==> config.mk <==
export PLATFORM = sky130hd
export DESIGN_NAME = hpdcache_sram_wmask_ctrl
export DESIGN_NICKNAME = d
export VERILOG_FILES = /design/src/rtl/hpdcache_sram_ctrl_pkg.sv /design/src/rtl/hpdcache_fifo_reg.sv /design/src/rtl/hpdcache_sram_wmask_ctrl.sv
export SDC_FILE = /design/constraint.sdc
export NUM_CORES = 1
export LEC_CHECK = 0
export ABC_AREA = 1
export CAP_MARGIN = 25
export CORE_ASPECT_RATIO = 0.6
export CORE_MARGIN = 10
export CORE_UTILIZATION = 40
export DETAILED_ROUTE_END_ITERATION = 8
export PLACE_DENSITY_LB_ADDON = 0.12
export SYNTH_ARGS = -nofsm -noshare
export SYNTH_HDL_FRONTEND = slang
export SYNTH_HIERARCHICAL = 1
export SYNTH_SLANG_ARGS = --single-unit
export TNS_END_PERCENT = 50
==> constraint.sdc <==
create_clock -name clk -period 10.2 [get_ports clk]
set_input_delay 1.02 -clock clk [delete_from_list [all_inputs] [get_ports clk]]
set_output_delay 1.02 -clock clk [all_outputs]
set_load 0.005 [all_outputs]
==> src/rtl/hpdcache_sram_ctrl_pkg.sv <==
// rtl/hpdcache_sram_ctrl_pkg.sv - shared controller state type
// Contents: ctrl_state_e, the state type of the SRAM wmask controller FSM.
package hpdcache_sram_ctrl_pkg;

   typedef enum logic {
      ST_INIT  = 1'b0,
      ST_READY = 1'b1
   } ctrl_state_e;

endpackage

==> src/rtl/hpdcache_fifo_reg.sv <==
// rtl/hpdcache_fifo_reg.sv - small register-based FIFO
// Ports: clk_i/rst_ni clock and sync active-low reset; w_i/wdata_i push;
//        r_i pop (only while rok_o); rok_o/rdata_o head entry; count_o occupancy.
module hpdcache_fifo_reg #(
   parameter int unsigned FIFO_DEPTH = 2,
   parameter int unsigned WIDTH      = 32,
   localparam int unsigned PTR_W     = (FIFO_DEPTH > 1) ? $clog2(FIFO_DEPTH) : 1,
   localparam int unsigned CNT_W     = $clog2(FIFO_DEPTH + 1)
) (
   input  logic             clk_i,
   input  logic             rst_ni,
   input  logic             w_i,
   input  logic [WIDTH-1:0] wdata_i,
   input  logic             r_i,
   output logic             rok_o,
   output logic [WIDTH-1:0] rdata_o,
   output logic [CNT_W-1:0] count_o
);

   logic [WIDTH-1:0] mem [FIFO_DEPTH];
   logic [PTR_W-1:0] wptr;
   logic [PTR_W-1:0] rptr;
   logic [CNT_W-1:0] cnt;

   function automatic logic [PTR_W-1:0] ptr_next(input logic [PTR_W-1:0] p);
      return (p == PTR_W'(FIFO_DEPTH - 1)) ? '0 : p + PTR_W'(1);
   endfunction

   always_ff @(posedge clk_i) begin
      if (w_i) begin
         mem[wptr] <= wdata_i;
      end
   end

   // A push into a full FIFO is only legal together with a pop: the read
   // pointer moves off the head entry in the same cycle the slot is reused.
   always_ff @(posedge clk_i) begin
      if (!rst_ni) begin
         wptr <= '0;
         rptr <= '0;
         cnt  <= '0;
      end else begin
         if (w_i) begin
            wptr <= ptr_next(wptr);
         end
         if (r_i) begin
            rptr <= ptr_next(rptr);
         end
         cnt <= cnt + CNT_W'(w_i) - CNT_W'(r_i);
      end
   end

   assign rok_o   = (cnt != '0);
   assign rdata_o = mem[rptr];
   assign count_o = cnt;

endmodule

==> src/rtl/hpdcache_sram_wmask_ctrl.sv <==
// rtl/hpdcache_sram_wmask_ctrl.sv - request/response front end for a 1RW masked SRAM
// Ports: clk/rst_n clock and sync active-low reset; req_* request handshake
//        and payload; rsp_* read-response handshake; init_done_o set once the
//        array has been cleared; sram_* drive the SRAM macro.
module hpdcache_sram_wmask_ctrl
   import hpdcache_sram_ctrl_pkg::*;
#(
   parameter int unsigned ADDR_SIZE = 6,
   parameter int unsigned DATA_SIZE = 64,
   parameter int unsigned DEPTH     = 2**ADDR_SIZE,
   parameter int unsigned NDATA     = 1,
   parameter bit          INIT_EN   = 1'b1
) (
   input  logic                         clk,
   input  logic                         rst_n,
   input  logic                         req_valid_i,
   output logic                         req_ready_o,
   input  logic                         req_we_i,
   input  logic [ADDR_SIZE-1:0]         req_addr_i,
   input  logic [NDATA*DATA_SIZE-1:0]   req_wdata_i,
   input  logic [NDATA*DATA_SIZE-1:0]   req_wmask_i,
   output logic                         rsp_valid_o,
   input  logic                         rsp_ready_i,
   output logic [NDATA*DATA_SIZE-1:0]   rsp_rdata_o,
   output logic                         init_done_o,
   output logic                         sram_cs_o,
   output logic                         sram_we_o,
   output logic [ADDR_SIZE-1:0]         sram_addr_o,
   output logic [NDATA*DATA_SIZE-1:0]   sram_wdata_o,
   output logic [NDATA*DATA_SIZE-1:0]   sram_wmask_o,
   input  logic [NDATA*DATA_SIZE-1:0]   sram_rdata_i
);

   ctrl_state_e          state;
   logic [ADDR_SIZE-1:0] init_cnt;
   logic                 init_done_q;
   logic                 rd_inflight;
   logic [1:0]           fifo_count;
   logic [2:0]           occupancy;
   logic                 pop;
   logic                 credit;
   logic                 accept;

   // A read owns a FIFO slot from acceptance until it is popped, so the
   // in-flight read counts against the two slots; a pop this cycle frees one.
   assign pop         = rsp_valid_o & rsp_ready_i;
   assign occupancy   = {1'b0, fifo_count} + {2'b00, rd_inflight} - {2'b00, pop};
   assign credit      = (occupancy < 3'd2);
   // rst_n gating keeps the SRAM idle from the very first reset cycle.
   assign req_ready_o = rst_n & init_done_q & credit;
   assign accept      = req_valid_i & req_ready_o;
   assign init_done_o = init_done_q;

   always_comb begin
      if (state == ST_INIT) begin
         sram_cs_o    = rst_n;
         sram_we_o    = 1'b1;
         sram_addr_o  = init_cnt;
         sram_wdata_o = '0;
         sram_wmask_o = '1;
      end else begin
         sram_cs_o    = accept;
         sram_we_o    = req_we_i;
         sram_addr_o  = req_addr_i;
         sram_wdata_o = req_wdata_i;
         sram_wmask_o = req_wmask_i;
      end
   end

   always_ff @(posedge clk) begin
      if (!rst_n) begin
         state       <= INIT_EN ? ST_INIT : ST_READY;
         init_cnt    <= '0;
         init_done_q <= 1'b0;
         rd_inflight <= 1'b0;
      end else begin
         rd_inflight <= accept & ~req_we_i;
         if (state == ST_INIT) begin
            if (init_cnt == ADDR_SIZE'(DEPTH - 1)) begin
               state       <= ST_READY;
               init_done_q <= 1'b1;
            end else begin
               init_cnt <= init_cnt + ADDR_SIZE'(1);
            end
         end else begin
            init_done_q <= 1'b1;
         end
      end
   end

   // Read data is valid exactly one cycle after the strobe, which is the
   // cycle rd_inflight is high, so it is captured straight from the macro.
   hpdcache_fifo_reg #(
      .FIFO_DEPTH (2),
      .WIDTH      (NDATA*DATA_SIZE)
   ) i_rsp_fifo (
      .clk_i   (clk),
      .rst_ni  (rst_n),
      .w_i     (rd_inflight),
      .wdata_i (sram_rdata_i),
      .r_i     (pop),
      .rok_o   (rsp_valid_o),
      .rdata_o (rsp_rdata_o),
      .count_o (fifo_count)
   );

endmodule
==> key figures <==
Placed design
  – IO Port Bufs: slightly above 400
  – Post-DP HPWL: about 21 mm
  – Gp weighted congestion: just over 0.9
  – Pre-CTS WS: roughly 5.7 ns
  – Post-Place Cells: ~1100

Worst setup path
  – Crit-path max FO: 4
  – Top delay family on crit path: buffers and inverters
  – Register-to-Register Path Depth: 11
  – CP max-delay cell: clkdlybuf4s50_1
  – Critical R2R Capture: rd_inflight
  – CP Launch Type: input pin
  – Crit path to: sram_cs_o
  – Worst R2R Start: i_rsp_fifo/count_o[1]
  – WP data required: 9.18 ns
  – Worst setup path startpoint: rsp_ready_i
  – Cells along the critical path: clkdlybuf4s50_1 > nand2_1 > inv_1 > ha_1 > inv_1 > nand2_1 > fa_1 > xnor2_1 > nand4_1 > o21ai_0 > clkdlybuf4s50_1
  – Setup crit end kind: output port
  – CP Data Arrival Time: roughly 3.5 ns
  – Crit path buffers/inverters: 4
  – CP Depth: 11
  – WS Path Type: in -> out
  – Crit path largest cell delay: 0.56 ns
  – Reg2reg setup slack: 8.08 ns

Power and ir drop
  – Sequential fraction of design power: 0.434
  – Clock Power Share: 0.427
  – Power Internal: about 1.2 mW
  – Sw Share: 0.213
  – Comb pwr share: 0.139
  – Maximum vdd drop: between 0.08 and 0.09 mV
  – Lkg Pwr: 4.63 nW
  – Net Switching: about 0.32 mW
  – Pwr/cell area: roughly 130 nW/um^2

Synthesis
  – Post-synth EDFFs: between 100 and 150
  – Post-synth top area cell: edfxtp_1
  – Synth top area cells: edfxtp_1 (58%), mux2_4 (14%), or2_2 (6.1%)
  – Syn nets: 730
  – Synth top area share: 0.578
  – Count of cell types in the netlist: 27
  – Synth warnings: 6
  – Asr flop ratio synth: 0
  – Seq/Total Area, Yosys: 0.620
  – Avg Inst Size Synth: between 10 and 15 um^2
  – Yosys reg bits: 142
  – Post-Synthesis Cells: ~520
  – Main synth FF type: edfxtp_1
  – Most frequent cell after synthesis: edfxtp_1
  – Post-Synthesis Cell Area: approximately 6700 um^2
  – Post-synth top cells: edfxtp_1 (128), nand2_1 (100), inv_1 (80)

Cells and area
  – Fin util: 0.706
  – Share of cells above drive strength 1: 0.186
  – Nets@finish: 1135
  – Synth-to-Final Area Change: 72.4%
  – Final cell count without fillers: 1177

CTS
  – Htree depth: 4
  – Clock transition at path regs: approximately 0.060 ns
  – Clk Latency, worst-skew pair: between 0.4 and 0.5 ns
  – Cts repair resizes: 0
  – CTS max path bufs: 2
  – Cts hold-fix bufs: 0
  – Root Driver: clkbuf_16
  – CTS tree: done
  – TritonCTS Sinks: 142
  – Post-CTS Setup Inserts: 0
  – CTS buffer count: 17

Route
  – Routed via count: 5338
  – Initial DRC Count: 317
  – Routed length per instance: about 22 um
  – Post-DRT Antenna Nets: 0
  – DRT Pass-1 Iters: 5
  – # DRC: 0
  – Final WL: 26.2 mm
  – Via/cell ratio: 4.54

Floorplanning
  – Die Width: about 190 um
  – CORE AREA: approximately 16000 um^2
  – Starting density of the core: 0.409
  – Row cnt: 36
  – Die height: between 100 and 150 um
  – I/O pin count: 406
  – DIE AREA: ~22000 um^2

STA
  – Fin Hold WS: around 0.50 ns
  – Final-report setup violation count: 0
  – Hold Vio Cnt, Final: 0
  – Setup TNS: 0 ns
  – RSZ-0062 raised after global routing: no
  – Fin crit period: approximately 4.5 ns
  – Fin. max-slew vios: 0
  – Worst-margin pin slew: 0.912 ns
  – Clock skew: about 0.0073 ns
  – Fmax: 220 MHz
  – Tcrit/Tclk final: 0.445
  – Setup ws final: 5.66 ns
  – Worst slew margin: 0.392

Global route
  – Global route total overflow: 0
  – Largest net degree at the start of global routing: 76
  – Initial antenna violation count: 10
  – Total GRT Usage: 0.225
  – Vias in the first global route: 5635
  – First-pass GRT wire length: 37.3 mm

Job
  – Max-cap violations: 0

Status
  – Status: completed

Worst hold path
  – HP Class: reg -> reg
state kept, by name, summed over array words and instances (netlist names), named ones only:
signal              cells
init_cnt                6
i_rsp_fifo/rptr         1
i_rsp_fifo/mem        128
i_rsp_fifo/wptr         1
state                   1
rd_inflight             1
i_rsp_fifo/count_o      2
init_done_o             1
power groups by stage:
stage	Clock, mW	Combinational [mW]	Sequential (mW)
after CTS	0.648	0.208	0.646
after floorplan	0	0.0886	0.651
after detailed placement	0	0.207	0.658
final	0.636	0.207	0.646
after global routing	0.679	0.219	0.647
after global placement	0	0.202	0.658
cell families after synthesis:
logic type,share of synthesized area
AOI/OAI and AO/OA,0.0103
xor gates and xnor gates,0.00263
adders and majority gates,0.0105
buffers and inverters,0.0771
DFF,0.620
muxes,0.142
and+or+nand+nor,0.137
metal layers:
metal	wire [um]	share of wire	vias to the layer above	GRT usage
met3	2350	0.090	33	0.104
met5	13	0.00050	-	0
met2	13700	0.53	219	0.397
li1	-	-	2534	-
met1	9500	0.36	2550	0.226
met4	573	0.022	2	0.0983
cells in the final DEF, fill, tap and decap left out, drive strengths merged:
master         instances
xor2                   1
clkinvlp               2
nand4                  2
buf                    4
clkdlybuf4s50        405
clkbuf                18
o21ai                  6
inv                   87
dfxtp                 14
clkinv                 3
bufinv                 3
a21oi                  7
fa                     1
nor3b                  1
xnor2                  1
nor2                  17
nor3                   1
edfxtp               128
or2                   65
nand3                  3
mux2                  64
ha                     4
diode                  9
nand2                103
worst min-delay path, delay by kind of cell (launching register included):
kind | cells | cell delay, ns
DFF | 1 | 0.32
and+or+nand+nor | 1 | 0.07
AOI/OAI and AO/OA | 1 | 0.06
layout make-up:
type / count / area (um^2)
Sequential cell: 142 / 4130
Multi-Input combinational cell: 276 / 2020
Clock inverter: 14 / 183
Clock buffer: 18 / 429
Fill cell: 1170 / 4790
Inverter: 81 / 304
Timing Repair Buffer: 409 / 4100
Antenna cell: 9 / 22.5
Tap cell: 228 / 285
worst min-delay path by stage:
| stage | slack [ns] | cells past startpoint | to | from |
|---|---|---|---|---|
| 2_1_floorplan | 0.45 | 2 | init_cnt[5] | init_cnt[5] |
| 5_1_grt | 0.54 | 2 | init_cnt[0] | init_cnt[0] |
| 6_report | 0.50 | 2 | init_cnt[5] | init_cnt[5] |
| 3_5_place_dp | 0.49 | 2 | init_cnt[5] | init_cnt[5] |
| 3_3_place_gp | 0.47 | 2 | init_cnt[5] | init_cnt[5] |
| 4_1_cts | 0.50 | 2 | init_cnt[5] | init_cnt[5] |
per-stage QoR:
stage,power [mW],cell area [um^2]
after floorplan,0.740,6650
after global placement,0.860,10800
after detailed placement,0.865,10800
after CTS,1.50,11500
after global routing,1.54,11500
final,1.49,11500
(Power assumes the default switching activity.)
